**src/rtl/loop_nest_pkg.sv**
```systemverilog
// Shared definitions for the nested loop address generator: FSM states,
// default widths and helpers for slicing flattened per-level fields.
package loop_nest_pkg;

   typedef enum logic {
      IDLE = 1'b0,
      RUN  = 1'b1
   } state_t;

   localparam int DEF_LEVELS = 3;
   localparam int DEF_CW     = 4;
   localparam int DEF_AW     = 32;

   // Low bit of field k in a flattened vector of w-bit fields.
   function automatic int fld_lo(input int k, input int w);
      return k * w;
   endfunction

endpackage

```
**src/rtl/loop_nest_level.sv**
```systemverilog
// One level of the loop nest: index counter plus the weight/input addresses
// captured at the start of the current iteration of this level.
module loop_nest_level
   import loop_nest_pkg::*;
#(
   parameter int CW = DEF_CW,
   parameter int AW = DEF_AW
) (
   input  logic          clk,
   input  logic          rst,
   input  logic          clear,
   input  logic          load,
   input  logic          carry_in,
   input  logic [CW-1:0] fin,
   input  logic [AW-1:0] wbase,
   input  logic [AW-1:0] ibase,
   input  logic [AW-1:0] wstride,
   input  logic [AW-1:0] istride,
   input  logic [AW-1:0] w_reload,
   input  logic [AW-1:0] i_reload,
   output logic [CW-1:0] idx,
   output logic          at_fin,
   output logic [AW-1:0] base_w,
   output logic [AW-1:0] base_i,
   output logic [AW-1:0] inc_w,
   output logic [AW-1:0] inc_i
);

   assign at_fin = (idx == fin);
   assign inc_w  = base_w + wstride;
   assign inc_i  = base_i + istride;

   // NOTE: registers update with <= so every level sees its neighbours' pre-edge values.
   always_ff @(posedge clk) begin
      if (rst || clear) begin
         idx    <= '0;
         base_w <= '0;
         base_i <= '0;
      end else if (load) begin
         idx    <= '0;
         base_w <= wbase;
         base_i <= ibase;
      end else if (carry_in) begin
         if (at_fin) begin
            // Wrapped: restart this level from the new base of the level that advanced.
            idx    <= '0;
            base_w <= w_reload;
            base_i <= i_reload;
         end else begin
            idx    <= idx + CW'(1);
            base_w <= inc_w;
            base_i <= inc_i;
         end
      end
   end

endmodule

```
**src/rtl/loop_nest_agen.sv**
```systemverilog
// Run-time configurable N-level loop nest emitting (idx, wa, ia) beats over valid/ready.
// Optional lvl_last output when LOOP_NEST_AGEN_LVL_FLAGS_EN is defined.
module loop_nest_agen
   import loop_nest_pkg::*;
#(
   parameter int LEVELS = DEF_LEVELS,
   parameter int CW     = DEF_CW,
   parameter int AW     = DEF_AW
) (
   input  logic                 clk,
   input  logic                 rst,
   input  logic                 start,
   input  logic [LEVELS*CW-1:0] cfg_fin,
   input  logic [AW-1:0]        cfg_wbase,
   input  logic [AW-1:0]        cfg_ibase,
   input  logic [LEVELS*AW-1:0] cfg_wstride,
   input  logic [LEVELS*AW-1:0] cfg_istride,
   output logic                 busy,
   output logic                 done,
   output logic                 out_valid,
   input  logic                 out_ready,
   output logic [LEVELS*CW-1:0] idx,
   output logic [AW-1:0]        wa,
   output logic [AW-1:0]        ia,
`ifdef LOOP_NEST_AGEN_LVL_FLAGS_EN
   output logic [LEVELS-1:0]    lvl_last,
`endif
   output logic                 last
);

   state_t state, state_nxt;
   logic   load;
   logic   fire;
   logic   fire_last;

   logic [LEVELS*CW-1:0] fin_q;
   logic [LEVELS*AW-1:0] wstride_q;
   logic [LEVELS*AW-1:0] istride_q;

   logic [LEVELS-1:0] carry;
   logic [LEVELS-1:0] at_fin;
   logic [AW-1:0]     base_w [LEVELS];
   logic [AW-1:0]     base_i [LEVELS];
   logic [AW-1:0]     inc_w  [LEVELS];
   logic [AW-1:0]     inc_i  [LEVELS];
   logic [AW-1:0]     rel_w  [LEVELS];
   logic [AW-1:0]     rel_i  [LEVELS];

   assign out_valid = (state == RUN);
   assign busy      = out_valid;
   assign last      = out_valid & (&at_fin);
   assign fire      = out_valid & out_ready;
   assign fire_last = fire & last;
   assign wa        = base_w[0];
   assign ia        = base_i[0];

   always_ff @(posedge clk) begin
      if (rst) state <= IDLE;
      else     state <= state_nxt;
   end

   // NOTE: every output of this block gets a default first, so no path infers a latch.
   always_comb begin
      state_nxt = state;
      load      = 1'b0;
      case (state)
         IDLE: if (start) begin
            load      = 1'b1;
            state_nxt = RUN;
         end
         RUN: if (fire_last) state_nxt = IDLE;
         default: state_nxt = IDLE;
      endcase
   end

   always_ff @(posedge clk) begin
      if (rst) begin
         fin_q     <= '0;
         wstride_q <= '0;
         istride_q <= '0;
      end else if (load) begin
         fin_q     <= cfg_fin;
         wstride_q <= cfg_wstride;
         istride_q <= cfg_istride;
      end
   end

   always_ff @(posedge clk) begin
      if (rst) done <= 1'b0;
      else     done <= fire_last;
   end

   // Ripple carry from the innermost level: a level moves when all below it are at fin.
   always_comb begin
      logic c;
      c = fire;
      for (int k = 0; k < LEVELS; k++) begin
         carry[k] = c;
         c        = c & at_fin[k];
      end
   end

   // Reload value for level k is the new base of the lowest non-final level above it.
   always_comb begin
      logic [AW-1:0] cw, ci;
      cw = '0;
      ci = '0;
      for (int k = LEVELS - 1; k >= 0; k--) begin
         rel_w[k] = cw;
         rel_i[k] = ci;
         if (!at_fin[k]) begin
            cw = inc_w[k];
            ci = inc_i[k];
         end
      end
   end

   for (genvar k = 0; k < LEVELS; k++) begin : g_lvl
      loop_nest_level #(
         .CW(CW),
         .AW(AW)
      ) u_lvl (
         .clk      (clk),
         .rst      (rst),
         .clear    (fire_last),
         .load     (load),
         .carry_in (carry[k]),
         .fin      (fin_q[fld_lo(k, CW) +: CW]),
         .wbase    (cfg_wbase),
         .ibase    (cfg_ibase),
         .wstride  (wstride_q[fld_lo(k, AW) +: AW]),
         .istride  (istride_q[fld_lo(k, AW) +: AW]),
         .w_reload (rel_w[k]),
         .i_reload (rel_i[k]),
         .idx      (idx[fld_lo(k, CW) +: CW]),
         .at_fin   (at_fin[k]),
         .base_w   (base_w[k]),
         .base_i   (base_i[k]),
         .inc_w    (inc_w[k]),
         .inc_i    (inc_i[k])
      );
   end

`ifdef LOOP_NEST_AGEN_LVL_FLAGS_EN
   always_comb begin
      logic acc;
      acc = busy;
      for (int k = 0; k < LEVELS; k++) begin
         acc         = acc & at_fin[k];
         lvl_last[k] = acc;
      end
   end
`endif

endmodule

```
**config.mk**
```make
export PLATFORM = sky130hd
export DESIGN_NAME = loop_nest_agen
export DESIGN_NICKNAME = d
export VERILOG_FILES = /design/src/rtl/loop_nest_pkg.sv /design/src/rtl/loop_nest_level.sv /design/src/rtl/loop_nest_agen.sv
export SDC_FILE = /design/constraint.sdc
export NUM_CORES = 1
export LEC_CHECK = 0
export ABC_AREA = 1
export BUFFER_PORTS_ARGS = -buffer_cell sky130_fd_sc_hd__buf_2
export CAP_MARGIN = 20
export CORE_MARGIN = 3
export CORE_UTILIZATION = 65
export DETAILED_ROUTE_END_ITERATION = 6
export PLACE_DENSITY = 0.95
export REMOVE_ABC_BUFFERS = 1
export SETUP_SLACK_MARGIN = 0.3
export SYNTH_ARGS = -nofsm -noshare
export SYNTH_HDL_FRONTEND = slang
export SYNTH_SLANG_ARGS = --single-unit
```
**constraint.sdc**
```tcl
create_clock -name clk -period 5.3 [get_ports clk]
set_input_delay 0.795 -clock clk [delete_from_list [all_inputs] [get_ports clk]]
set_output_delay 0.795 -clock clk [all_outputs]
set_load 0.01 [all_outputs]
```
==> impl_metrics.csv <==
group,metric,value,unit
global_routing,grt_pass1_vias,30035,
detailed_routing,vias_per_cell,6.078,
worst_setup_path,r2r_end,"g_lvl[1].u_lvl.base_w[5]",
worst_setup_path,cp.arrival,4.16,ns
floorplanning,ios,352,
flow_run,drv_cap,0,
detailed_routing,wl_per_cell,19.45,um
pwr,p_leak,16.43,nW
worst_setup_path,critPathMaxStageDelay,0.58,ns
sta,setup_viol,0,
synthesis,syn_area_per_cell,6.228,um2
pwr,pwr_density_cell,339.0,nW/um2
global_routing,met2_usage,62.71,%
finish,area_growth,10.55,%
synthesis,synth_flop_cell,"dfxtp_1",
synthesis,synth_simple_gate_area_share,34.29,%
sta,worst_slew_pin_slew,1.150,ns
finish,fin_nets,5327,
synthesis,synthXorXnorAreaFrac,1.835,%
synthesis,synth-seq-area-share,28.19,%
synthesis,synth.distinct_cells,51,
worst_setup_path,crit_required,5.79,ns
cts,clk_latency,0.60,ns
pwr,max-vdd-ir-drop,0.2760,mV
min_path,hp-class,"input port to register",
synthesis,synthAdderAreaFrac,8.535,%
cts,path_clk_slew,0.07,ns
floorplanning,die_w,217.6,um
floorplanning,fp-row-count,76,
synthesis,synthArstFlopShare,0,%
worst_setup_path,crit_chain,"xor2_1 > nor2_2 > nand2_4 > inv_4 > nand4_4 > nand2_4 > clkinv_2 > buf_12 > nand2_1 > nand2_1 > o21ai_1 > inv_1",
cts,cts_tree,"built",
synthesis,ys_ff_latch,410,
global_routing,gr-total-overflow,0,
detailed_routing,first_iter_violations,4786,
worst_setup_path,criticalPathCategory,"register to register",
synthesis,synth_top_family_by_area,"simple AND/OR/NAND/NOR gates",
cts,cts_max_path_buffers,3,
global_routing,grt.met1_usage,59.81,%
min_path,worstHoldEndpoint,"wstride_q[8]",
synthesis,synthMuxAreaShare,0,%
finish,final_common_cell,"nand2_1",
cts,htreeDepth,2,
place,numPortBuffers,351,
synthesis,ys_warn_count,0,
worst_setup_path,cp-start-kind,"register",
place,dp_hpwl,79700,um
finish,drive_gt1_share,10.15,%
worst_setup_path,worst_path_max_delay_cell,"inv_4",
min_path,min-delay-start,"cfg_wstride[8]",
finish,final.fill_count,3671,
global_routing,antenna_found_initial,2,
sta,fin_skew,0.02675,ns
global_routing,grt_use_total,42.77,%
worst_setup_path,cp-end-kind,"register",
synthesis,synth_area,29120,um2
detailed_routing,num_vias,33317,
sta,slew_headroom,23.34,%
synthesis,synth-compound-area-share,17.37,%
sta,fin_hold_ws,0.4135,ns
place,place_area,30570,um2
worst_setup_path,rr_worst_depth,12,
global_routing,grt_first_pass_wirelength,161900,um
worst_setup_path,r2r-start,"g_lvl[1].u_lvl.idx[0]",
floorplanning,initial_core_util,66.71,%
sta,maxSlewViolCount,0,
synthesis,synth-edff-count,0,
global_routing,gr-usage-met3,11.22,%
sta,fmax,272.9,MHz
finish,stdcell_area,32190,um2
outcome,violations,"DRC",
sta,fin_crit,3.664,ns
cts,numCtsBuffers,45,
finish,final_cell_mix,"nand2_1 (1057), nor2_1 (875), o21ai_0 (435), inv_1 (418), dfxtp_1 (410)",
pwr,p_total,10.91,mW
sta,period_share,69.13,%
floorplanning,core_area,43650,um2
global_routing,top_usage_layer,"met2",
global_routing,grt_start_max_net_pins,171,
place,gp_congestion,1.046,
cts,ctsRootBufferMaster,"clkbuf_16",
cts,post-cts-setup-buffers,0,
sta,hold_viol,0,
min_path,worstHoldPathCells,3,
synthesis,synth_cells,4675,
worst_setup_path,regToRegSetupSlack,1.64,ns
cts,cts-hold-fix-buffers,0,
sta,rsz0062_at_grt,"false",
detailed_routing,drc,1,
cts,cts_resized,0,
detailed_routing,wl,106600,um
floorplanning,die-area,47370,um2
detailed_routing,drtAntennaViolNets,0,
worst_setup_path,critPathMaxFanout,92,
floorplanning,die_h,217.6,um
cts,clock_sinks,410,
detailed_routing,first_pass_iters,7,
outcome,status,"finished with violations",
==> state kept, by name, summed over array words and instances, names as in the netlist <==
register and flops:
fin_q 12, g_lvl.u_lvl.base_i 96, istride_q 96, wstride_q 96, done 1, busy 1, g_lvl.u_lvl.base_w 96, g_lvl.u_lvl.idx 12
==> worst max-delay path, delay by kind of cell (launching register included) <==
| family | cells | cell delay [ns] |
|---|---|---|
| AOI/OAI and AO/OA | 1 | 0.10 |
| xor gates and xnor gates | 1 | 0.12 |
| buffers and inverters | 4 | 1.50 |
| DFF | 1 | 0.46 |
| and+or+nand+nor | 6 | 1.31 |
==> routing by layer <==
metal	vias to the layer above	wire (um)
met5	-	0
met4	0	4726
met3	392	15720
met2	2363	43330
met1	14898	42830
li1	15664	-
==> kinds of logic after synthesis <==
kind of cell               after synthesis
buffers and inverters                  657
and+or+nand+nor                       2421
AOI/OAI and AO/OA                      931
adders and majority gates              195
xor gates and xnor gates                61
DFF                                    410
==> cells in the mapped netlist (28+ instances only) <==
cell | n | area, um2
nand3_1 | 320 | 1602
xor2_1 | 43 | 376.6
nor2_1 | 876 | 3288
nand2_1 | 1059 | 3975
clkbuf_1 | 97 | 364.1
o21ai_0 | 435 | 2177
a21oi_1 | 312 | 1562
o22ai_1 | 28 | 175.2
buf_4 | 70 | 525.5
inv_1 | 420 | 1577
nand4_1 | 42 | 262.8
ha_1 | 189 | 2365
a31oi_1 | 30 | 187.7
dfxtp_1 | 410 | 8208
buf_2 | 41 | 205.2
nor3_1 | 38 | 190.2
nand3b_1 | 29 | 217.7
==> stage by stage <==
| step | setup slack (ns) | setup TNS, ns | utilization [%] | cells |
|---|---|---|---|---|
| global route | 1.516 | 0 | 73.73 | 5480 |
| floorplan | -14.34 | -4417.52 | - | 4447 |
| finish | 1.636 | 0 | 73.74 | 5482 |
| detailed placement | 1.843 | 0 | 70.05 | 5398 |
| global placement | 1.950 | 0 | 70.05 | 5398 |
| CTS | 1.765 | 0 | 73.73 | 5480 |
==> power by group <==
part,internal [mW],total [mW],switching [mW]
logic,1.18,3.63,2.45
registers,3.45,3.80,0.356
clock network,2.07,3.47,1.41
==> area by class of cell <==
class / instances / area, um2 / area share, %
multi-input combinational: 3608 / 18080 / 56.17
timing repair buffer: 366 / 1919 / 5.963
clock buffer: 63 / 1346 / 4.183
tap: 585 / 732.0 / 2.274
clock inverter: 19 / 261.5 / 0.8125
sequential: 410 / 8208 / 25.50
inverter: 429 / 1637 / 5.085
antenna: 2 / 5.005 / 0.01555
==> worst max path at each step <==
stage | to | startpoint | slack, ns
after detailed placement | g_lvl[1].u_lvl.base_w[5] | g_lvl[1].u_lvl.idx[0] | 1.84
after global routing | g_lvl[1].u_lvl.base_w[5] | g_lvl[1].u_lvl.idx[0] | 1.52
after CTS | g_lvl[1].u_lvl.base_w[5] | g_lvl[1].u_lvl.idx[0] | 1.76
after global placement | g_lvl[0].u_lvl.base_i[14] | g_lvl[1].u_lvl.idx[1] | 1.95
final | g_lvl[1].u_lvl.base_w[5] | g_lvl[1].u_lvl.idx[0] | 1.64
after floorplan | g_lvl[0].u_lvl.base_i[25] | start | -14.34
(Power assumes the default switching activity.)
